<file path="config.mk">
export PLATFORM = sky130hd
export DESIGN_NAME = mult_exec_unit
export DESIGN_NICKNAME = d
export VERILOG_FILES = /design/src/rtl/mult_pkg.sv /design/src/rtl/mult_pipe_stage.sv /design/src/rtl/mult_exec_unit.sv
export SDC_FILE = /design/constraint.sdc
export NUM_CORES = 2
export LEC_CHECK = 0
export BUFFER_PORTS_ARGS = -buffer_cell sky130_fd_sc_hd__buf_2
export CAP_MARGIN = 20
export CELL_PAD_IN_SITES_DETAIL_PLACEMENT = 0
export CELL_PAD_IN_SITES_GLOBAL_PLACEMENT = 2
export CORE_MARGIN = 2
export CORE_UTILIZATION = 46
export CTS_BUF_LIST = sky130_fd_sc_hd__clkbuf_16
export CTS_CLUSTER_SIZE = 8
export DETAILED_ROUTE_END_ITERATION = 8
export PLACE_DENSITY = 0.89
export SYNTH_ARGS = -nofsm -noshare
export SYNTH_HDL_FRONTEND = slang
export SYNTH_HIERARCHICAL = 1
export SYNTH_SLANG_ARGS = --single-unit
</file>
<file path="constraint.sdc">
create_clock -name Clk -period 14.8 [get_ports Clk]
set_input_delay 2.96 -clock Clk [delete_from_list [all_inputs] [get_ports Clk]]
set_output_delay 2.96 -clock Clk [all_outputs]
set_load 0.03 [all_outputs]
</file>
<file path="src/rtl/mult_pkg.sv">
// Shared types and helpers for the multiply execution unit.
// MULT_HI_EN widens the product to carry the upper DATA_W bits.
package mult_pkg;

    localparam int DATA_W = 32;
    localparam int TAG_W  = 5;
    localparam int PHY_W  = 6;

`ifdef MULT_HI_EN
    localparam int PROD_W = 2 * DATA_W;
`else
    localparam int PROD_W = DATA_W;
`endif

    typedef struct packed {
        logic             valid;
        logic [TAG_W-1:0] robtag;
        logic [PHY_W-1:0] rdphy;
        logic             regwrite;
    } mult_tag_t;

    // True when tag sits deeper in the ROB than the flushing branch.
    // The modular subtraction keeps this correct across pointer wrap.
    function automatic logic rob_younger(
        input logic [TAG_W-1:0] tag,
        input logic [TAG_W-1:0] top,
        input logic [TAG_W-1:0] depth
    );
        logic [TAG_W-1:0] diff;
        diff = tag - top;
        return diff > depth;
    endfunction

    // Low DATA_W bits are sign-independent, so the narrow build
    // uses a plain unsigned multiply; the wide build sign-extends.
    function automatic logic [PROD_W-1:0] mult_prod(
        input logic [DATA_W-1:0] a,
        input logic [DATA_W-1:0] b
    );
`ifdef MULT_HI_EN
        logic [2*DATA_W-1:0] ea;
        logic [2*DATA_W-1:0] eb;
        ea = {{DATA_W{a[DATA_W-1]}}, a};
        eb = {{DATA_W{b[DATA_W-1]}}, b};
        return ea * eb;
`else
        return a * b;
`endif
    endfunction

endpackage

</file>
<file path="src/rtl/mult_pipe_stage.sv">
// One register stage of the multiply pipeline with flush kill.
// DO_MUL selects the stage that turns operands into the product.
module mult_pipe_stage
    import mult_pkg::*;
#(
    parameter int IN_W   = 2 * DATA_W,
    parameter int OUT_W  = 2 * DATA_W,
    parameter bit DO_MUL = 1'b0
) (
    input  logic             clk,
    input  logic             rst_n,
    input  mult_tag_t        in_tag,
    input  logic [IN_W-1:0]  in_pay,
    input  logic             flush,
    input  logic [TAG_W-1:0] top,
    input  logic [TAG_W-1:0] depth,
    output mult_tag_t        out_tag,
    output logic [OUT_W-1:0] out_pay
);

    logic             live_in;
    logic [OUT_W-1:0] calc;
    mult_tag_t        tag_d;
    mult_tag_t        tag_q;
    logic [OUT_W-1:0] pay_d;
    logic [OUT_W-1:0] pay_q;

    generate
        if (DO_MUL) begin : g_mul
            assign calc = mult_prod(in_pay[2*DATA_W-1:DATA_W],
                                    in_pay[DATA_W-1:0]);
        end else begin : g_pass
            assign calc = in_pay;
        end
    endgenerate

    // Drop the incoming entry if the flush kills it; bubbles keep payload.
    always_comb begin
        live_in = in_tag.valid
                  && !(flush && rob_younger(in_tag.robtag, top, depth));
        tag_d       = tag_q;
        tag_d.valid = 1'b0;
        pay_d       = pay_q;
        if (live_in) begin
            tag_d = in_tag;
            pay_d = calc;
        end
    end

    // Stage register, cleared immediately on reset.
    always_ff @(posedge clk or negedge rst_n) begin
        if (!rst_n) begin
            tag_q <= '0;
            pay_q <= '0;
        end else begin
            tag_q <= tag_d;
            pay_q <= pay_d;
        end
    end

    assign out_tag = tag_q;
    assign out_pay = pay_q;

endmodule

</file>
<file path="src/rtl/mult_exec_unit.sv">
// Fixed-latency non-stalling multiply unit feeding a reserved CDB slot.
// Define MULT_HI_EN to add the Mul_DataHi upper-product output.
module mult_exec_unit
    import mult_pkg::*;
#(
    parameter int STAGES = 4
) (
    input  logic              Clk,
    input  logic              Resetb,
    input  logic              Iss_Mult,
    input  logic [PHY_W-1:0]  Iss_RdPhyAddrMul,
    input  logic [TAG_W-1:0]  Iss_RobTagMul,
    input  logic              Iss_RegWriteMul,
    input  logic [DATA_W-1:0] PhyReg_MultRsData,
    input  logic [DATA_W-1:0] PhyReg_MultRtData,
    input  logic              Cdb_Flush,
    input  logic [TAG_W-1:0]  Rob_TopPtr,
    input  logic [TAG_W-1:0]  Cdb_RobDepth,
    output logic              Mul_Done,
    output logic [DATA_W-1:0] Mul_Data,
    output logic [PHY_W-1:0]  Mul_RdPhyAddr,
    output logic [TAG_W-1:0]  Mul_RobTag,
    output logic              Mul_RegWrite,
`ifdef MULT_HI_EN
    output logic [DATA_W-1:0] Mul_DataHi,
`endif
    output logic              Mul_Busy
);

    mult_tag_t           iss_tag;
    mult_tag_t           tag_s  [1:STAGES];
    logic                live_s [1:STAGES];
    logic [2*DATA_W-1:0] ops_s1;
    logic [PROD_W-1:0]   pay_s  [2:STAGES];

    assign iss_tag.valid    = Iss_Mult;
    assign iss_tag.robtag   = Iss_RobTagMul;
    assign iss_tag.rdphy    = Iss_RdPhyAddrMul;
    assign iss_tag.regwrite = Iss_RegWriteMul;

    // S1 only registers the operands; no arithmetic before the flop.
    mult_pipe_stage #(
        .IN_W  (2 * DATA_W),
        .OUT_W (2 * DATA_W),
        .DO_MUL(1'b0)
    ) u_s1 (
        .clk    (Clk),
        .rst_n  (Resetb),
        .in_tag (iss_tag),
        .in_pay ({PhyReg_MultRsData, PhyReg_MultRtData}),
        .flush  (Cdb_Flush),
        .top    (Rob_TopPtr),
        .depth  (Cdb_RobDepth),
        .out_tag(tag_s[1]),
        .out_pay(ops_s1)
    );

    generate
        for (genvar k = 2; k <= STAGES; k++) begin : g_stage
            if (k == 2) begin : g_mul
                mult_pipe_stage #(
                    .IN_W  (2 * DATA_W),
                    .OUT_W (PROD_W),
                    .DO_MUL(1'b1)
                ) u_stage (
                    .clk    (Clk),
                    .rst_n  (Resetb),
                    .in_tag (tag_s[k-1]),
                    .in_pay (ops_s1),
                    .flush  (Cdb_Flush),
                    .top    (Rob_TopPtr),
                    .depth  (Cdb_RobDepth),
                    .out_tag(tag_s[k]),
                    .out_pay(pay_s[k])
                );
            end else begin : g_pass
                mult_pipe_stage #(
                    .IN_W  (PROD_W),
                    .OUT_W (PROD_W),
                    .DO_MUL(1'b0)
                ) u_stage (
                    .clk    (Clk),
                    .rst_n  (Resetb),
                    .in_tag (tag_s[k-1]),
                    .in_pay (pay_s[k-1]),
                    .flush  (Cdb_Flush),
                    .top    (Rob_TopPtr),
                    .depth  (Cdb_RobDepth),
                    .out_tag(tag_s[k]),
                    .out_pay(pay_s[k])
                );
            end
        end
    endgenerate

    // Per-stage validity after this cycle's flush, and their OR.
    always_comb begin
        Mul_Busy = 1'b0;
        for (int k = 1; k <= STAGES; k++) begin
            live_s[k] = tag_s[k].valid
                        && !(Cdb_Flush
                             && rob_younger(tag_s[k].robtag,
                                            Rob_TopPtr,
                                            Cdb_RobDepth));
            Mul_Busy = Mul_Busy | live_s[k];
        end
    end

    assign Mul_Done      = live_s[STAGES];
    assign Mul_Data      = pay_s[STAGES][DATA_W-1:0];
    assign Mul_RdPhyAddr = tag_s[STAGES].rdphy;
    assign Mul_RobTag    = tag_s[STAGES].robtag;
    assign Mul_RegWrite  = tag_s[STAGES].regwrite;
`ifdef MULT_HI_EN
    assign Mul_DataHi    = pay_s[STAGES][2*DATA_W-1:DATA_W];
`endif

endmodule

</file>
==> metrics.md <==
| Metric | Value |
|---|---|
| Outcome | `finished, final reports clean` |
| Metal3 WL | `2580 um` |
| Clock Latency Late Sink | `about 0.57 ns` |
| CP arrival | `approximately 5.5 ns` |
| Fin. Hold Viols | `0` |
| WP depth | `13` |
| Met2 routed WL | `32,500 um` |
| Post CTS Setup Buffer Count | `0` |
| Fillers | `between 5,000 and 6,000` |
| First-pass GRT wire length | `108,000 um` |
| Top post-synthesis cells by area | `fa_1, dfrtp_1, ha_1` |
| Die area | `approximately 59,000 sq um` |
| Worst path bufs/invs | `3` |
| Synth area leader | `fa_1` |
| Reg clk slew, reported paths | `~0.06 ns` |
| Cell Count Post-Placement | `approximately 3,400` |
| Total Routed Length | `between 60,000 and 70,000 um` |
| Tightest Pin Transition | `~1.1 ns` |
| FP Rows | `87` |
| MaxCap Viol Count | `0` |
| Crit-path cells | `buf_2 -> ha_1 -> inv_1 -> fa_1 -> a21o_1 -> a21oi_1 -> xnor2_1 -> ha_1 -> a211oi_1 -> o221ai_1 -> nand2_1 -> nand4b_1 -> buf_2` |
| I/O pins | `approximately 140` |
| Initial Util | `46.6%` |
| Synth Instances | `between 2,000 and 3,000` |
| Post-synth EDFFs | `0` |
| Vias in the first global route | `slightly below 20,000` |
| Crit-path max FO | `8` |
| Layout cell share with drive strength beyond 1 | `about 14%` |
| Post-layout min period | `8.42 ns` |
| Slowest CP cell | `fa_1` |
| Post-synth top area share | `about a third` |
| Cell family with most CP delay | `adder cells` |
| Fin Setup TNS | `0 ns` |
| #FFs+latches synth | `~210` |
| Clk sinks | `around 210` |
| Fin. max-slew vios | `0` |
| Critical path class | `input port to primary output` |
| Register-to-Register Path Depth | `24` |
| Highest Clock Rate | `119 MHz` |
| Area Growth Syn to Fin | `7.92%` |
| CTS H-tree lvls | `1` |
| RSZ-0062 raised after global routing | `false` |
| Synth Flop Type | `dfrtp_1` |
| # nets final | `approximately 3,300` |
| Clk root buf | `clkbuf_16` |
| Clk_skew | `between 0.015 and 0.02 ns` |
| ANT nets after route | `0` |
| Wire per inst | `around 20 um` |
| Critical Path Source Type | `input port` |
| Worst path required time | `roughly 12 ns` |
| Placer congestion estimate | `between 0.8 and 0.9` |
| Synth warn | `6` |
| Post-CTS Hold Buffers | `0` |
| Non-Filler Instances | `around 3,400` |
| Count leader, synth | `inv_1` |
| CP max stage delay | `approximately 0.40 ns` |
| Synth cell types | `67` |
| DR vias | `~17,000` |
| Relative slew margins | `27.8%` |
| Endpoint type of the worst setup path | `primary output` |
| Detailed placement HPWL | `51,600 um` |
| CTS max path bufs | `3` |
| CTS Buf Count | `30` |
| Final setup fails | `0` |
| Share of synthesized flip-flops with an asynchronous set or reset | `100%` |
| Register area share after synthesis | `between 20% and 30%` |
| Syn_nets | `around 3,200` |
| PortBufs | `between 100 and 150` |
| Routed vias/inst | `just over 5` |
| Total GRT Usage | `approximately a quarter` |
| Initial DRT Pass Iterations | `5` |
| Initial antenna violation count | `2` |
| TritonCTS clock tree | `done` |
| Mean Syn Cell Area | `approximately 10 sq um` |
| Uppermost routed layer | `met4` |
| DRC viols | `0` |
| Hold Path Class | `flip-flop to flip-flop` |
| Die Y | `between 200 and 250 um` |
| Resized cells post-CTS | `0` |
| Core area | `between 50,000 and 60,000 sq um` |
| Netlist Area Pre-Place | `between 20,000 and 30,000 sq um` |
| WL met1 | `29,800 um` |
| Synth top cells by count | `inv_1, fa_1, and2_1` |
| Initial DRC count | `about 740` |
| Die Wd | `243 um` |
| Hold Path Depth | `2` |
| Grt ovf | `0` |
| Part of the cycle the worst path needs | `56.9%` |
| Largest net degree at the start of global routing | `142` |
==> area by class of cell <==
cell class,count,area (sq um),share of cell area (%)
timing repair buffer,167,941,3.32
inverter,474,1780,6.27
tap,756,946,3.34
multi-input combinational,1746,18600,65.6
sequential,212,5310,18.7
antenna,1,2.50,0.00882
clock buffer,30,751,2.65
clock inverter,3,38.8,0.137
==> layout by cell type, fill, tap and decap left out, types with 11 or more instances in the layout <==
cell type and instances:
clkbuf_16 30, a21o_1 26, xnor2_1 85, a21oi_1 53, xor2_1 32, fa_1 416
o21ai_0 35, mux2_2 57, buf_4 30, ha_1 195, nor2_1 15, and2_1 312
o21ai_1 11, dfrtp_1 212, inv_1 474, mux2_4 78, nand2_1 311, mux2_1 29
buf_2 134
==> layer usage <==
layer | track usage [%] | up-vias
met3 | 2.61 | 111
li1 | - | 7926
met4 | 5.88 | 0
met2 | 40.0 | 404
met1 | 31.7 | 9027
met5 | 0 | -
==> worst min-delay path: stages (launching register included) <==
cell and delay [ns]:
dfrtp_1 0.34, nand2_1 0.05, nand2_1 0.05
==> sequential cells by signal, summed over array words and instances, names as in the netlist <==
name	cells
g_stage.g_pass.u_stage/out_pay	64
u_s1/out_pay	64
g_stage.g_mul.u_stage/out_pay	32
g_stage.g_pass.u_stage/out_tag	26
g_stage.g_mul.u_stage/out_tag	13
u_s1/out_tag	13
==> final timing paths <==
path | start | to | slack, ns
max | Rob_TopPtr[0] | Mul_Busy | 6.38
min | g_stage[2].g_mul.u_stage/out_pay[0] | g_stage[2].g_mul.u_stage/out_pay[0] | 0.47
max reg2reg | u_s1/out_pay[8] | g_stage[2].g_mul.u_stage/out_pay[29] | 6.91
min reg2reg | g_stage[2].g_mul.u_stage/out_pay[0] | g_stage[2].g_mul.u_stage/out_pay[0] | 0.47
max in group asynchronous | Resetb | u_s1/out_pay[23] | 10.71
min in group asynchronous | Resetb | g_stage[4].g_pass.u_stage/out_tag[9] | 2.48
==> cell families (layout without fill, tap and decap cells) <==
| group | count (synthesis) | count (layout) | share of synthesized area, % |
|---|---|---|---|
| adders and majority gates | 611 | 611 | 41.0 |
| xor gates and xnor gates | 118 | 118 | 3.99 |
| muxes | 164 | 164 | 8.14 |
| and+or+nand+nor | 682 | 682 | 13.2 |
| other | 0 | 1 | 0 |
| buffers and inverters | 588 | 674 | 9.10 |
| DFF | 212 | 212 | 20.2 |
| AOI/OAI and AO/OA | 171 | 171 | 4.41 |
==> stage by stage <==
step	area, sq um	setup WS (ns)	hold slack [ns]	util, %
after floorplan	26300	6.57	0.435	-
after global placement	27500	6.39	0.453	48.8
after detailed placement	27500	6.37	0.465	48.8
after CTS	28300	6.36	0.477	50.2
after global routing	28400	6.17	0.488	50.3
final	28400	6.38	0.470	50.3
Power is left out: the tool's default activity adds up to more than one toggle a clock period on the data nets, which glitch-free logic cannot reach.
